**config.mk**
```make
export PLATFORM = sky130hd
export DESIGN_NAME = ipr_nvme_db_axi
export DESIGN_NICKNAME = d
export VERILOG_FILES = /design/src/rtl/ipr_nvme_db_pkg.sv /design/src/rtl/ipr_nvme_db_rr_arb.sv /design/src/rtl/ipr_nvme_db_axi.sv
export SDC_FILE = /design/constraint.sdc
export NUM_CORES = 1
export LEC_CHECK = 0
export ABC_AREA = 1
export BUFFER_PORTS_ARGS = -buffer_cell sky130_fd_sc_hd__clkbuf_2
export CORE_ASPECT_RATIO = 1.75
export CORE_MARGIN = 1.5
export CORE_UTILIZATION = 42
export DETAILED_ROUTE_END_ITERATION = 10
export PLACE_DENSITY = 0.75
export SYNTH_ARGS = -nofsm -noshare
export SYNTH_HDL_FRONTEND = slang
export SYNTH_SLANG_ARGS = --single-unit
```
**constraint.sdc**
```tcl
create_clock -name clk_in -period 3.1 [get_ports clk_in]
set_clock_uncertainty 0.2 [all_clocks]
set_input_delay 0.465 -clock clk_in [delete_from_list [all_inputs] [get_ports clk_in]]
set_output_delay 0.465 -clock clk_in [all_outputs]
set_load 0.05 [all_outputs]
```
**src/rtl/ipr_nvme_db_pkg.sv**
```systemverilog
// rtl/ipr_nvme_db_pkg.sv - shared types and constants for the NVMe doorbell writer
//
// Contents: FSM state enum, source index constants, doorbell register base
// offset, fixed AXI beat attributes and the source-to-doorbell index mapping.
package ipr_nvme_db_pkg;

    typedef enum logic [1:0] {
        ST_IDLE = 2'd0,
        ST_ADDR = 2'd1,
        ST_RESP = 2'd2
    } db_state_t;

    // Source indices, also the arbiter request bit positions
    localparam logic [1:0] SRC_SEQ  = 2'd0;
    localparam logic [1:0] SRC_ACQ  = 2'd1;
    localparam logic [1:0] SRC_IOSQ = 2'd2;
    localparam logic [1:0] SRC_IOCQ = 2'd3;

    // Doorbell registers start at BAR0 + 0x1000
    localparam logic [31:0] DB_BASE_OFFSET = 32'h1000;

    localparam logic [2:0] AXI_SIZE_4B   = 3'b010;
    localparam logic [3:0] AXI_STRB_ALL  = 4'hF;
    localparam logic [1:0] AXI_RESP_OKAY = 2'b00;

    // Admin queue pair owns doorbells 0/1; the IO pair uses 2*qid / 2*qid+1
    function automatic logic [31:0] db_index(input logic [1:0] src, input int unsigned io_qid);
        logic [31:0] idx;
        case (src)
            SRC_SEQ:  idx = 32'd0;
            SRC_ACQ:  idx = 32'd1;
            SRC_IOSQ: idx = 32'(2 * io_qid);
            default:  idx = 32'(2 * io_qid + 1);
        endcase
        return idx;
    endfunction

endpackage

```
**src/rtl/ipr_nvme_db_rr_arb.sv**
```systemverilog
// rtl/ipr_nvme_db_rr_arb.sv - 4-way round-robin arbiter for doorbell sources
//
// Ports:
//   clk, rst        clock, synchronous active-high reset (pointer -> 0)
//   req[3:0]        request lines, bit = source index
//   update          accept the current grant; pointer moves to grant+1
//   grant[3:0]      one-hot grant (0 when no request)
//   grant_idx[1:0]  encoded grant
//   grant_valid     any request present
module ipr_nvme_db_rr_arb (
    input  logic       clk,
    input  logic       rst,
    input  logic [3:0] req,
    input  logic       update,
    output logic [3:0] grant,
    output logic [1:0] grant_idx,
    output logic       grant_valid
);

    logic [1:0] ptr;
    logic [1:0] cand;

    // Scan starting at the pointer; the first requester found wins
    always_comb begin
        grant_valid = 1'b0;
        grant_idx   = ptr;
        cand        = ptr;
        for (int i = 0; i < 4; i++) begin
            cand = ptr + 2'(i);
            if (!grant_valid && req[cand]) begin
                grant_valid = 1'b1;
                grant_idx   = cand;
            end
        end
    end

    assign grant = grant_valid ? (4'b0001 << grant_idx) : 4'b0000;

    always_ff @(posedge clk) begin
        if (rst) begin
            ptr <= 2'd0;
        end else if (update && grant_valid) begin
            ptr <= grant_idx + 2'd1;
        end
    end

endmodule

```
**src/rtl/ipr_nvme_db_axi.sv**
```systemverilog
// rtl/ipr_nvme_db_axi.sv - NVMe doorbell writer: arbitrates queue pointer updates into AXI4 writes
//
// Optional feature macro: IPR_NVME_DB_ERR_EN (response error flag and counter).
//
// Ports:
//   clk_in, resetb                       clock, synchronous active-high reset
//   seq/acq/iosq/iocq value + done       level requests from the queue FSMs
//   *_done_ack                           one-cycle capture pulse per granted request
//   dstrd                                CAP.DSTRD doorbell stride
//   db_aw*, db_w*, db_b*                 single-beat AXI4 write master
//   db_busy                              transaction in flight
//   db_write_cnt                         completed writes (wraps)
//   db_err, db_err_cnt                   sticky error / saturating error count
module ipr_nvme_db_axi
    import ipr_nvme_db_pkg::*;
#(
    parameter int          ADDR_WIDTH   = 32,
    parameter int          UNIQUE_ID_SZ = 3,
    parameter logic [31:0] BAR0_ADDR    = 32'ha000_0000,
    parameter int          IO_QID       = 1,
    parameter int          DB_AWID      = 0
) (
    input  logic                    clk_in,
    input  logic                    resetb,
    input  logic [15:0]             seq_tail_local,
    input  logic                    seq_tail_done,
    output logic                    seq_tail_done_ack,
    input  logic [15:0]             acq_head_local_out,
    input  logic                    acq_head_done,
    output logic                    acq_head_done_ack,
    input  logic [15:0]             iosq_tail_local,
    input  logic                    iosq_tail_done,
    output logic                    iosq_tail_done_ack,
    input  logic [15:0]             iocq_head_local_out,
    input  logic                    iocq_head_done,
    output logic                    iocq_head_done_ack,
    input  logic [3:0]              dstrd,
    output logic                    db_awvalid,
    input  logic                    db_awready,
    output logic [ADDR_WIDTH-1:0]   db_awaddr,
    output logic [7:0]              db_awlen,
    output logic [2:0]              db_awsize,
    output logic [UNIQUE_ID_SZ-1:0] db_awid,
    output logic                    db_wvalid,
    input  logic                    db_wready,
    output logic [31:0]             db_wdata,
    output logic [3:0]              db_wstrb,
    output logic                    db_wlast,
    input  logic                    db_bvalid,
    output logic                    db_bready,
    input  logic [1:0]              db_bresp,
    input  logic [UNIQUE_ID_SZ-1:0] db_bid,
    output logic                    db_busy,
    output logic [15:0]             db_write_cnt,
    output logic                    db_err,
    output logic [7:0]              db_err_cnt
);

    db_state_t   state, state_next;
    logic [3:0]  req;
    logic [3:0]  grant;
    logic [1:0]  grant_idx;
    logic        grant_valid;
    logic        grant_take;
    logic [3:0]  ack_q;
    logic [15:0] sel_value;
    logic [31:0] addr_full;
    logic        aw_done;
    logic        w_done;
    logic        b_take;

    assign req = {iocq_head_done, iosq_tail_done, acq_head_done, seq_tail_done};

    ipr_nvme_db_rr_arb u_arb (
        .clk         (clk_in),
        .rst         (resetb),
        .req         (req),
        .update      (grant_take),
        .grant       (grant),
        .grant_idx   (grant_idx),
        .grant_valid (grant_valid)
    );

    assign grant_take = (state == ST_IDLE) && grant_valid;
    assign b_take     = (state == ST_RESP) && db_bvalid;

    // A channel counts as finished once its valid is low or is being accepted now
    assign aw_done = !db_awvalid || db_awready;
    assign w_done  = !db_wvalid  || db_wready;

    always_comb begin
        sel_value = seq_tail_local;
        case (grant_idx)
            SRC_SEQ:  sel_value = seq_tail_local;
            SRC_ACQ:  sel_value = acq_head_local_out;
            SRC_IOSQ: sel_value = iosq_tail_local;
            default:  sel_value = iocq_head_local_out;
        endcase
    end

    assign addr_full = BAR0_ADDR + DB_BASE_OFFSET
                     + (db_index(grant_idx, IO_QID) << (6'd2 + {2'b00, dstrd}));

    always_ff @(posedge clk_in) begin
        if (resetb) begin
            state <= ST_IDLE;
        end else begin
            state <= state_next;
        end
    end

    always_comb begin
        state_next = state;
        case (state)
            ST_IDLE: if (grant_valid)       state_next = ST_ADDR;
            ST_ADDR: if (aw_done && w_done) state_next = ST_RESP;
            ST_RESP: if (db_bvalid)         state_next = ST_IDLE;
            default:                        state_next = ST_IDLE;
        endcase
    end

    always_ff @(posedge clk_in) begin
        if (resetb) begin
            ack_q        <= 4'b0000;
            db_awvalid   <= 1'b0;
            db_wvalid    <= 1'b0;
            db_awaddr    <= '0;
            db_wdata     <= 32'h0;
            db_write_cnt <= 16'h0;
        end else begin
            ack_q <= 4'b0000;
            if (grant_take) begin
                ack_q      <= grant;
                db_awvalid <= 1'b1;
                db_wvalid  <= 1'b1;
                db_awaddr  <= ADDR_WIDTH'(addr_full);
                db_wdata   <= {16'h0, sel_value};
            end
            if (state == ST_ADDR) begin
                if (db_awvalid && db_awready) db_awvalid <= 1'b0;
                if (db_wvalid && db_wready)   db_wvalid  <= 1'b0;
            end
            if (b_take) begin
                db_write_cnt <= db_write_cnt + 16'd1;
            end
        end
    end

`ifdef IPR_NVME_DB_ERR_EN
    always_ff @(posedge clk_in) begin
        if (resetb) begin
            db_err     <= 1'b0;
            db_err_cnt <= 8'h00;
        end else if (b_take && (db_bresp != AXI_RESP_OKAY)) begin
            db_err <= 1'b1;
            if (db_err_cnt != 8'hFF) db_err_cnt <= db_err_cnt + 8'd1;
        end
    end

    logic unused_ok;
    assign unused_ok = ^db_bid;
`else
    assign db_err     = 1'b0;
    assign db_err_cnt = 8'h00;

    logic unused_ok;
    assign unused_ok = ^{db_bid, db_bresp};
`endif

    assign seq_tail_done_ack  = ack_q[SRC_SEQ];
    assign acq_head_done_ack  = ack_q[SRC_ACQ];
    assign iosq_tail_done_ack = ack_q[SRC_IOSQ];
    assign iocq_head_done_ack = ack_q[SRC_IOCQ];

    assign db_awlen  = 8'h00;
    assign db_awsize = AXI_SIZE_4B;
    assign db_awid   = UNIQUE_ID_SZ'(DB_AWID);
    assign db_wstrb  = AXI_STRB_ALL;
    assign db_wlast  = 1'b1;
    assign db_bready = (state == ST_RESP);
    assign db_busy   = (state != ST_IDLE);

endmodule

```
==> metrics.txt <==
worst path arrival time=3.11 ns; die area=10550 sq um; CTS Sinks=74; CTS tree=done; IO Port Bufs=148; first-pass GRT wire length=18.55 mm; CP most frequent cell=nand2_4; max-slew violations=0; CP top delay family=simple AND/OR/NAND/NOR gates; largest net degree at the start of global routing=35; Layout area overhead=31.84%; # diodes=0; initial antenna violation count=0; VDD IR max=0.7477 mV; worst path required time=3.18 ns; Finished Cell Area=5492 sq um; vias per cell=4.970; DRC Markers=0; Worst Tran Pin Value=0.6339 ns; top achievable clock speed=329.9 MHz; Final setup viols=0; gr usage total=22.15%; Synth Flop Type=dfxtp_1; FF+latch area=1489 sq um; pre-CTS setup slack=-0.1814 ns; total vias in the final route=4359; Final Hold Vio Count=0; TritonCTS Buffers=9; minimum clock period=3.031 ns; number of DRC markers in iteration 0=202; final critical-path setup slack=0.06890 ns; Detailed Routing Iterations Pass 1=4; clk_lat worst skew=0.33 ns; Post-Syn Instances=591; critical path startpoint category=flop; Die Wd=78.28 microns; Post-DRT Antenna Nets=0; share of cells above drive strength 1=34.83%; footprint of the multi-input gates=2379 sq um; worst min path class=in2reg; post-DP HPWL=9.028 mm; post-synth design cell area=4165 sq um; die height=134.7 microns; Worst Setup End Kind=flop; Cell variety after synth=40; Initial Util=43.72%; Routed WL per cell=13.70 microns; Post-synth EDFFs=0; H-tree depth=3; FP Rows=47; synthesis-stage register bit count=74; RePlAce Congestion=0.8932; Layout Cells excl Fill=877; CP max-delay cell=dfxtp_4; Max-Slew Margin vs Limit=57.74%; Detailed Route WL=12.02 mm; number of max-cap violations=0; Core Util, Final=57.64%; asr flop ratio synth=0%; LEAKAGE=2.692 nW; fin nets=839; Seq/Total Area, Yosys=35.57%; core footprint=9527 sq um; final worst-path cycle share=97.78%; mean post-synth cell area=7.048 sq um; setup TNS=0 ns; CTS Buffer Depth=2; Root Buffer Master=clkbuf_16; Fill cells=912; vias in the first global route=4011; status=finished, final reports clean; placed cell areas=4970 sq um; Top Ports=198; critical path class=reg2reg; max incr delay on CP=0.37 ns; Placed Cells=857; Remaining Overflow, GRT=0; Worst Path Buf+Inv=6; CP max FO=6; RSZ-0062 raised after global routing=true; Clock Pin Slew Worst Setup and Hold Paths=0.05 ns; Cell Pwr Density=1091 nW/um^2; YS warnings=0
-- cell type report --
type | instances | area share, %
clock buffers | 12 | 4.853
clock inverters | 4 | 0.4557
inverters | 46 | 3.463
multi-input cells | 440 | 43.31
flip-flops and latches | 74 | 27.11
well taps | 122 | 2.780
repair buffers | 179 | 18.02
-- placed cells by master (no fill, tap or decap), drive strengths merged, types with 2 or more instances in the layout --
cell type    n
conb        44
inv         45
nand3b       2
nand3       52
clkinvlp     2
o21ai       45
nand4        4
buf         31
ha           7
clkinv       3
dfxtp       74
o21a         2
nor3b        3
clkbuf     160
a311oi       2
o22ai       17
nand2      143
a22o        16
nor2        50
nor3         9
or2          2
a21oi       38
-- metrics by stage --
step / hold slack, ns / total power (W)
4_1_cts: 0.1268 / 0.005737
3_3_place_gp: 0.2287 / 0.004616
3_5_place_dp: 0.2293 / 0.004700
5_1_grt: 0.1482 / 0.006419
2_1_floorplan: 0.3632 / 0.003823
6_report: 0.1435 / 0.005990
-- final timing paths --
| path | startpoint | endpoint | slack, ns | cells after the start |
|---|---|---|---|---|
| min | db_wready | db_wvalid$_SDFF_PP0_ | 0.14 | 2 |
| max | u_arb.ptr[0]$_SDFFE_PP0P_ | db_awaddr[16]$_SDFFE_PP0P_ | 0.07 | 25 |
| min reg2reg | db_awaddr[27]$_SDFFE_PP0P_ | db_awaddr[27]$_SDFFE_PP0P_ | 0.24 | 2 |
| max reg2reg | u_arb.ptr[0]$_SDFFE_PP0P_ | db_awaddr[16]$_SDFFE_PP0P_ | 0.07 | 25 |
-- logic make-up after synthesis --
| group | share of synthesized area [%] |
|---|---|
| adders and majority gates | 2.103 |
| buffers and inverters | 15.29 |
| DFF | 35.57 |
| AOI/OAI and AO/OA | 17.09 |
| and+or+nand+nor | 29.35 |
| other | 0.1803 |
| xor gates and xnor gates | 0.4206 |
-- worst register-to-register path, stage by stage (launching register included) --
cell and delay [ns]:
dfxtp_4 0.37, buf_6 0.14, nand2_4 0.06, nand3_2 0.11, nand2_4 0.14, nand2_4 0.07
inv_4 0.07, nand3_4 0.12, nand3_4 0.11, nand2_4 0.07, inv_4 0.08, ha_4 0.14
nor2_2 0.04, nor2_1 0.09, inv_1 0.06, nor2_2 0.13, o21ai_2 0.08, or2_1 0.26
nor2_1 0.10, ha_2 0.18, inv_2 0.04, nor2_2 0.11, nand2_1 0.07, nand3_1 0.07
nand2_1 0.05, inv_1 0.04
-- power by group --
group	internal, W	switching [W]	leakage (nW)	total (W)
clock network	0.000604	0.000385	0.141	0.000989
logic	0.00122	0.00247	1.95	0.00369
registers	0.00117	0.000140	0.606	0.00131
-- cell usage after synthesis (9+ instances only) --
cell	number	share of area [%]
a21oi_1	38	4.6
a22o_1	16	3.4
buf_2	9	1.1
buf_4	45	8.1
clkbuf_1	16	1.4
dfxtp_1	74	36
inv_1	40	3.6
nand2_1	131	12
nand3_1	49	5.9
nor2_1	46	4.1
o21ai_0	39	4.7
o22ai_1	17	2.6
-- layer usage --
metal | global-route usage (%) | wire (microns) | part of all wire, % | up-vias
li1 | - | - | - | 2188
met1 | 23.58 | 4483 | 37 | 1982
met2 | 41.21 | 6596 | 55 | 165
met3 | 4.932 | 598 | 5.0 | 24
met4 | 9.325 | 340 | 2.8 | 0
met5 | 0 | 0 | 0 | -
-- what timing repair did --
| item | 4_1_cts | 5_1_grt |
|---|---|---|
| setup buffers | 0 | 4 |
| pin swaps | 0 | 29 |
| hold buffers | 0 | 0 |
| setup endpoints to repair | 3 | 3 |
| resized for setup | 9 | 52 |
| cloned | 0 | 0 |
-- flip-flops by register name, indices dropped and copies added, names as in the netlist --
| register | flops |
|---|---|
| db_awaddr | 32 |
| db_wdata | 16 |
| db_write_cnt | 16 |
| ack_q | 4 |
| state | 2 |
| u_arb.ptr | 2 |
| db_awvalid | 1 |
| db_wvalid | 1 |
No activity file was read; power rests on OpenSTA's default activity.
